### config.mk
export PLATFORM = sky130hd
export DESIGN_NAME = vjtag_stream_tx
export DESIGN_NICKNAME = d
export VERILOG_FILES = /design/src/rtl/vjtag_pkg.sv /design/src/rtl/vjtag_stream_fifo.sv /design/src/rtl/vjtag_stream_tx.sv
export SDC_FILE = /design/constraint.sdc
export NUM_CORES = 1
export LEC_CHECK = 0
export ABC_AREA = 1
export CAP_MARGIN = 20
export CORE_ASPECT_RATIO = 1.25
export CORE_MARGIN = 1.5
export CORE_UTILIZATION = 59
export DETAILED_ROUTE_END_ITERATION = 8
export PLACE_DENSITY = 0.79
export SETUP_SLACK_MARGIN = 0.05
export SLEW_MARGIN = 15
export SYNTH_ARGS = -nofsm -noshare
export SYNTH_HDL_FRONTEND = slang
export SYNTH_HIERARCHICAL = 1
export SYNTH_SLANG_ARGS = --single-unit
### constraint.sdc
create_clock -name clk -period 3.75 [get_ports clk]
set_input_delay 0.75 -clock clk [delete_from_list [all_inputs] [get_ports clk]]
set_output_delay 0.75 -clock clk [all_outputs]
set_load 0.02 [all_outputs]
### src/rtl/vjtag_pkg.sv
// Shared definitions for the virtual JTAG hub clients (LED writer, stream readback).
package vjtag_pkg;

    localparam int IR_W = 2;

    localparam logic [IR_W-1:0] IR_IDLE   = 2'b00;
    localparam logic [IR_W-1:0] IR_LEDS   = 2'b01;
    localparam logic [IR_W-1:0] IR_READ   = 2'b10;
    localparam logic [IR_W-1:0] IR_STATUS = 2'b11;

    // True for the instructions that route the readback shift register to tdo.
    function automatic logic ir_is_stream(input logic [IR_W-1:0] ir);
        return (ir == IR_READ) || (ir == IR_STATUS);
    endfunction

endpackage

### src/rtl/vjtag_stream_fifo.sv
// Small synchronous FIFO buffering producer words for the JTAG readback path.
module vjtag_stream_fifo #(
    parameter  int DATA_W     = 32,
    parameter  int FIFO_DEPTH = 4,
    localparam int PTR_W      = $clog2(FIFO_DEPTH),
    localparam int LVL_W      = PTR_W + 1
) (
    input  logic              clk,
    input  logic              reset,
    input  logic              push,
    input  logic [DATA_W-1:0] push_data,
    input  logic              pop,
    output logic [DATA_W-1:0] head,
    output logic [LVL_W-1:0]  level,
    output logic              full,
    output logic              empty
);

    logic [DATA_W-1:0] mem_q [FIFO_DEPTH];
    logic [PTR_W-1:0]  wr_ptr_q, wr_ptr_d;
    logic [PTR_W-1:0]  rd_ptr_q, rd_ptr_d;
    logic [LVL_W-1:0]  level_q,  level_d;
    logic              push_ok_s;
    logic              pop_ok_s;

    assign full  = (level_q == LVL_W'(FIFO_DEPTH));
    assign empty = (level_q == {LVL_W{1'b0}});
    assign level = level_q;
    assign head  = mem_q[rd_ptr_q];

    // Qualify requests and compute next pointers/occupancy; pointers wrap with their width.
    always_comb begin
        push_ok_s = push && !full;
        pop_ok_s  = pop && !empty;
        wr_ptr_d  = wr_ptr_q;
        rd_ptr_d  = rd_ptr_q;
        level_d   = level_q;
        if (push_ok_s) begin
            wr_ptr_d = wr_ptr_q + PTR_W'(1);
        end else begin
            wr_ptr_d = wr_ptr_q;
        end
        if (pop_ok_s) begin
            rd_ptr_d = rd_ptr_q + PTR_W'(1);
        end else begin
            rd_ptr_d = rd_ptr_q;
        end
        case ({push_ok_s, pop_ok_s})
            2'b10:   level_d = level_q + LVL_W'(1);
            2'b01:   level_d = level_q - LVL_W'(1);
            default: level_d = level_q;
        endcase
    end

    // Pointer and occupancy state.
    always_ff @(posedge clk or posedge reset) begin
        if (reset) begin
            wr_ptr_q <= {PTR_W{1'b0}};
            rd_ptr_q <= {PTR_W{1'b0}};
            level_q  <= {LVL_W{1'b0}};
        end else begin
            wr_ptr_q <= wr_ptr_d;
            rd_ptr_q <= rd_ptr_d;
            level_q  <= level_d;
        end
    end

    // Storage array; contents are meaningless until written, so it carries no reset.
    always_ff @(posedge clk) begin
        if (push_ok_s) begin
            mem_q[wr_ptr_q] <= push_data;
        end
    end

endmodule

### src/rtl/vjtag_stream_tx.sv
// Virtual JTAG readback transmitter: buffers producer words and returns them
// LSB-first on tdo when the host scans the READ or STATUS instruction.
// JTAG inputs are oversampled in clk, so everything runs on one clock.
module vjtag_stream_tx
    import vjtag_pkg::*;
#(
    parameter int DATA_W     = 32,
    parameter int FIFO_DEPTH = 4
) (
    input  logic                          clk,
    input  logic                          reset,
    input  logic                          tck,
    input  logic [IR_W-1:0]               ir_in,
    input  logic                          virtual_state_cdr,
    input  logic                          virtual_state_sdr,
    output logic                          tdo,
    input  logic [DATA_W-1:0]             in_data,
    input  logic                          in_valid,
    output logic                          in_ready,
    output logic [$clog2(FIFO_DEPTH):0]   level
);

    localparam int LVL_W  = $clog2(FIFO_DEPTH) + 1;
    localparam int SR_W   = DATA_W + 1;
    localparam int SYNC_W = IR_W + 3;

    // Bundle layout: {tck, ir, cdr, sdr}
    logic [SYNC_W-1:0] sync_in_s;
    logic [SYNC_W-1:0] meta_q;
    logic [SYNC_W-1:0] sync_q;
    logic [SYNC_W-1:0] dly_q;

    logic              tck_s;
    logic              tck_r_s;
    logic [IR_W-1:0]   ir_r_s;
    logic              cdr_r_s;
    logic              sdr_r_s;
    logic              rise_s;
    logic              fall_s;

    logic [SR_W-1:0]   sr_q, sr_d;
    logic              tdo_q, tdo_d;
    logic              pop_s;
    logic              push_s;

    logic [DATA_W-1:0] head_s;
    logic [LVL_W-1:0]  level_s;
    logic              full_s;
    logic              empty_s;

    assign sync_in_s = {tck, ir_in, virtual_state_cdr, virtual_state_sdr};

    // Two-flop synchronizer plus one delay stage shared by all JTAG inputs.
    always_ff @(posedge clk or posedge reset) begin
        if (reset) begin
            meta_q <= {SYNC_W{1'b0}};
            sync_q <= {SYNC_W{1'b0}};
            dly_q  <= {SYNC_W{1'b0}};
        end else begin
            meta_q <= sync_in_s;
            sync_q <= meta_q;
            dly_q  <= sync_q;
        end
    end

    // IR and TAP flags come from the delayed copy so they reflect the state before the edge.
    assign tck_s   = sync_q[SYNC_W-1];
    assign tck_r_s = dly_q[SYNC_W-1];
    assign ir_r_s  = dly_q[2 +: IR_W];
    assign cdr_r_s = dly_q[1];
    assign sdr_r_s = dly_q[0];
    assign rise_s  = tck_s && !tck_r_s;
    assign fall_s  = !tck_s && tck_r_s;

    assign in_ready = !full_s;
    assign push_s   = in_valid && !full_s;
    assign level    = level_s;
    assign tdo      = tdo_q;

    // Capture/shift on tck rise; drive tdo on tck fall.
    always_comb begin
        sr_d  = sr_q;
        pop_s = 1'b0;
        tdo_d = tdo_q;
        if (rise_s && ir_is_stream(ir_r_s)) begin
            if (cdr_r_s) begin
                if (ir_r_s == IR_READ) begin
                    // Occupancy is registered, so a same-clk push still reads as empty.
                    if (!empty_s) begin
                        sr_d  = {head_s, 1'b1};
                        pop_s = 1'b1;
                    end else begin
                        sr_d  = {SR_W{1'b0}};
                    end
                end else begin
                    sr_d = SR_W'(level_s);
                end
            end else if (sdr_r_s) begin
                sr_d = {1'b0, sr_q[SR_W-1:1]};
            end else begin
                sr_d = sr_q;
            end
        end else begin
            sr_d = sr_q;
        end
        if (fall_s) begin
            tdo_d = ir_is_stream(ir_r_s) ? sr_q[0] : 1'b0;
        end else begin
            tdo_d = tdo_q;
        end
    end

    // Shift register and output flop.
    always_ff @(posedge clk or posedge reset) begin
        if (reset) begin
            sr_q  <= {SR_W{1'b0}};
            tdo_q <= 1'b0;
        end else begin
            sr_q  <= sr_d;
            tdo_q <= tdo_d;
        end
    end

    vjtag_stream_fifo #(
        .DATA_W     (DATA_W),
        .FIFO_DEPTH (FIFO_DEPTH)
    ) u_fifo (
        .clk       (clk),
        .reset     (reset),
        .push      (push_s),
        .push_data (in_data),
        .pop       (pop_s),
        .head      (head_s),
        .level     (level_s),
        .full      (full_s),
        .empty     (empty_s)
    );

endmodule

==> results <==
- The fraction of synthesis flops using an asynchronous set or reset pin is 0.304.
- The run finished with clean final reports.
- The clock tree synthesis step divided the H-tree into 4 levels.
- The analysis attributes to cell leakage a power of 3.95 nW.
- The data arrival time of the critical path is 1.86 ns.
- Registers take 0.00525 mm².
- The number of CTS-inserted buffers is 17.
- The highest fanout seen on the critical path is 4.
- The worst setup path is of the reg2out kind.
- In this run, synthesis produced a sequential element count of 184.
- The first routing iteration left 369 violations.
- The worst hold path belongs to the class reg2reg.
- The floorplan step defined a core boundary enclosing 0.0128 mm².
- Compared with the post-synthesis result, the final layout area differs by 13.3%.
- The routed design uses 736 µm of met3 wire.
- The uppermost metal layer occupied by signal nets is met4.
- The worst setup path is launched from a register.
- The number of buffers between clock root and the deepest sink is 2.
- Synthesis instantiated 24 different standard cells from the library.
- Counting the fill cells in the layout gives 892.
- The clock sink total is 184.
- After clock tree synthesis, the clock-pin slew on the worst setup and hold paths is 0.06 ns.
- The net count of the mapped netlist is 765.
- The die is 106 µm wide.
- For this block, the routed nets add up to 14700 µm of wire.
- The worst relative slew slack is 0.372.
- The share of post-route cells with drive strength above 1 is 0.0674.
- The highest attainable clock frequency is 0.384 GHz.
- For the pin with the worst max-slew slack, the measured transition is 0.942 ns.
- The number of hold buffers added after CTS is 0.
- The final sum of negative setup slack is 0 ns.
- In the final layout, the multi-input gates occupy 0.00192 mm².
- Setup repair after global routing left no endpoint under its margin.
- The Yosys step of the flow raised 6 warnings.
- The detailed-routed wire length on met2 is 7830 µm.
- The cell at the root of the clock tree is clkbuf_16.
- The share of synthesized area in the top cell type comes to 0.492.
- The total power density per cell area is 667 mW/mm².
- The number of hold-slack violations in the final timing report came to 0.
- Routability-driven placement finished with a final weighted congestion of 0.763.
- The worst-case IR drop observed on VDD is 0.347 mV.
- The most repeated cell in the gate-level netlist after synthesis is nand2_1.
- The final antenna-violating net count is 0.
- The sequential fraction of the synthesis area is 0.671.
- At the end of the flow the core is filled with cells to 0.693.
- The number of antenna violations at the first check in global routing is 0.
- Using the TritonRoute via totals, the vias-per-cell ratio works out to 5.38.
- The worst path needs 2.61 ns of the cycle, external delays included.
- By area the synthesized netlist is led by edfxtp_1 (49%), dfrtp_1 (18%), nand2_1 (14%).
- The standard cell area after detailed placement is 0.00825 mm².
- The diode insertion count for antenna repair is 0.
- The detailed-placement wirelength estimate is 8920 µm.
- For this block, wires on met1 add up to 5730 µm.
- The number of placement rows is 46.
- The via count of the first global-routing pass is 5354.
- The initial utilization of the core area, before any placement, comes to 0.611.
- Global routing finished with a remaining overflow of 0.
- The average footprint of a synthesized cell is 10.9 µm².
- For this run, the leading register cell type out of synthesis is edfxtp_1.
- The number of setup buffers added after CTS is 0.
- The floorplan die area is 0.0139 mm².
- The first-pass iteration count of the detailed router is 5.
- The number of DRC violations after detailed routing is 0.
- The completed layout was analyzed and its total power is 5.90 mW.
- The total vias in the final route is 5053.
- Counting every instance in the synthesized netlist gives 719.
- In this run, synthesis inferred 128 flip-flops with an integrated enable.
- The number of slew-limit violations in the final report was 0.
- The clock insertion delay at the later pin of the skew report is 0.43 ns.
- The final setup violation count is 0.
- The count of instances resized after the clock tree is built is 0.
- The fraction of the cycle the final worst path needs is 0.695.
- The number of buffer cells added on primary ports is 44.
- In this run the count of I/O pins placed on the die edge is 45.
- The cell area after layout is 0.00885 mm².
- The count of max-cap constraint violations is 0.
- Summed over all instances, the cell type with the most area after synthesis is edfxtp_1.
- The final worst clock skew is 0.00855 ns.
- The first global-routing pass estimated 24600 µm of wire.
- Entering global routing, the biggest net connects 93 pins.
- The type of destination of the critical path is an output port.
- Hold timing on the final database bottoms out at a slack of 0.351 ns.
- After synthesis, the most frequently instantiated cells are nand2_1 (288), edfxtp_1 (128), inv_1 (95).
- The post-synthesis instance area is 0.00781 mm².
- STA puts the critical path data required time at 3.00 ns.
- The overall fraction of global-route tracks in use is 0.230.
- The height of the chip is 132 µm.
- TritonCTS built the clock tree.
- The mean routed wirelength per cell is 15.6 µm.
- At the end of the flow, the number of nets in the layout was 804.
cells in the final DEF, fill, tap and decap left out:
master	n
nor2_2	5
buf_4	9
edfxtp_1	128
nor2_1	9
nand3_1	17
nand2_2	2
or2_4	1
inv_6	4
o211ai_1	64
clkbuf_16	17
a21oi_1	5
o21ai_0	1
clkinv_4	2
fa_1	1
ha_1	5
dfrtp_1	56
nand4_1	4
nand2_8	1
xnor2_1	1
clkinv_2	4
clkinvlp_4	1
inv_4	1
nand2_1	288
nor2_8	1
clkdlybuf4s50_1	44
bufinv_16	3
inv_2	1
clkinv_1	2
inv_1	94
flip-flops by register name, summed over array words and instances, names as in the netlist:
signal,count
u_fifo/wr_ptr_q,2
dly_q,5
u_fifo/mem_q,128
sr_q,33
u_fifo/level,3
u_fifo/rd_ptr_q,2
meta_q,5
sync_q,5
tdo,1
worst paths after layout:
| check | slack, ns | endpoint | from | cells after the start |
|---|---|---|---|---|
| max in group asynchronous | 2.22 | sr_q[2] | reset | 3 |
| min in group asynchronous | 0.63 | u_fifo/wr_ptr_q[1] | reset | 2 |
| worst min register to register | 0.35 | sync_q[3] | meta_q[3] | 0 |
| worst max-delay path | 1.14 | in_ready | u_fifo/level[0] | 5 |
| worst max register to register | 1.27 | u_fifo/level[1] | u_fifo/level[0] | 14 |
| worst min-delay path | 0.35 | sync_q[3] | meta_q[3] | 0 |
cell type report:
class	count	area share
Multi-Input combinational cell	405	0.217
Clock inverter	15	0.0195
Clock buffer	17	0.0481
Sequential cell	184	0.593
Inverter	97	0.0416
Tap cell	168	0.0238
Timing Repair Buffer	53	0.0574
logic make-up after synthesis:
| kind of cell | Yosys count | synth area share |
|---|---|---|
| compound gates | 70 | 0.0654 |
| flops | 184 | 0.671 |
| simple gates | 328 | 0.167 |
| fa+ha+maj | 6 | 0.0106 |
| buf+inv | 130 | 0.0841 |
| xor+xnor | 1 | 0.00112 |
power by group:
part	leakage (nW)	switching (mW)	internal [mW]
clock network	0.293	0.745	1.05
logic	1.77	0.934	0.425
registers	1.89	0.146	2.60
stage by stage:
stage / cells / setup WS, ns
3_5_place_dp: 907 / 1.09
2_1_floorplan: 719 / 0.837
5_1_grt: 939 / 1.01
6_report: 939 / 1.14
3_3_place_gp: 907 / 1.19
4_1_cts: 939 / 1.13
metal layers:
layer / track usage / vias up
li1: - / 2425
met5: 0 / -
met1: 0.262 / 2443
met4: 0.101 / 0
met2: 0.406 / 151
met3: 0.0565 / 34
critical path, cell delays in order, from the launching register on:
cell and delay, ns:
dfrtp_1 0.42, inv_1 0.12, nand3_1 0.17, inv_1 0.08, inv_1 0.05, clkdlybuf4s50_1 0.60
No activity file was read; power rests on OpenSTA's default activity.
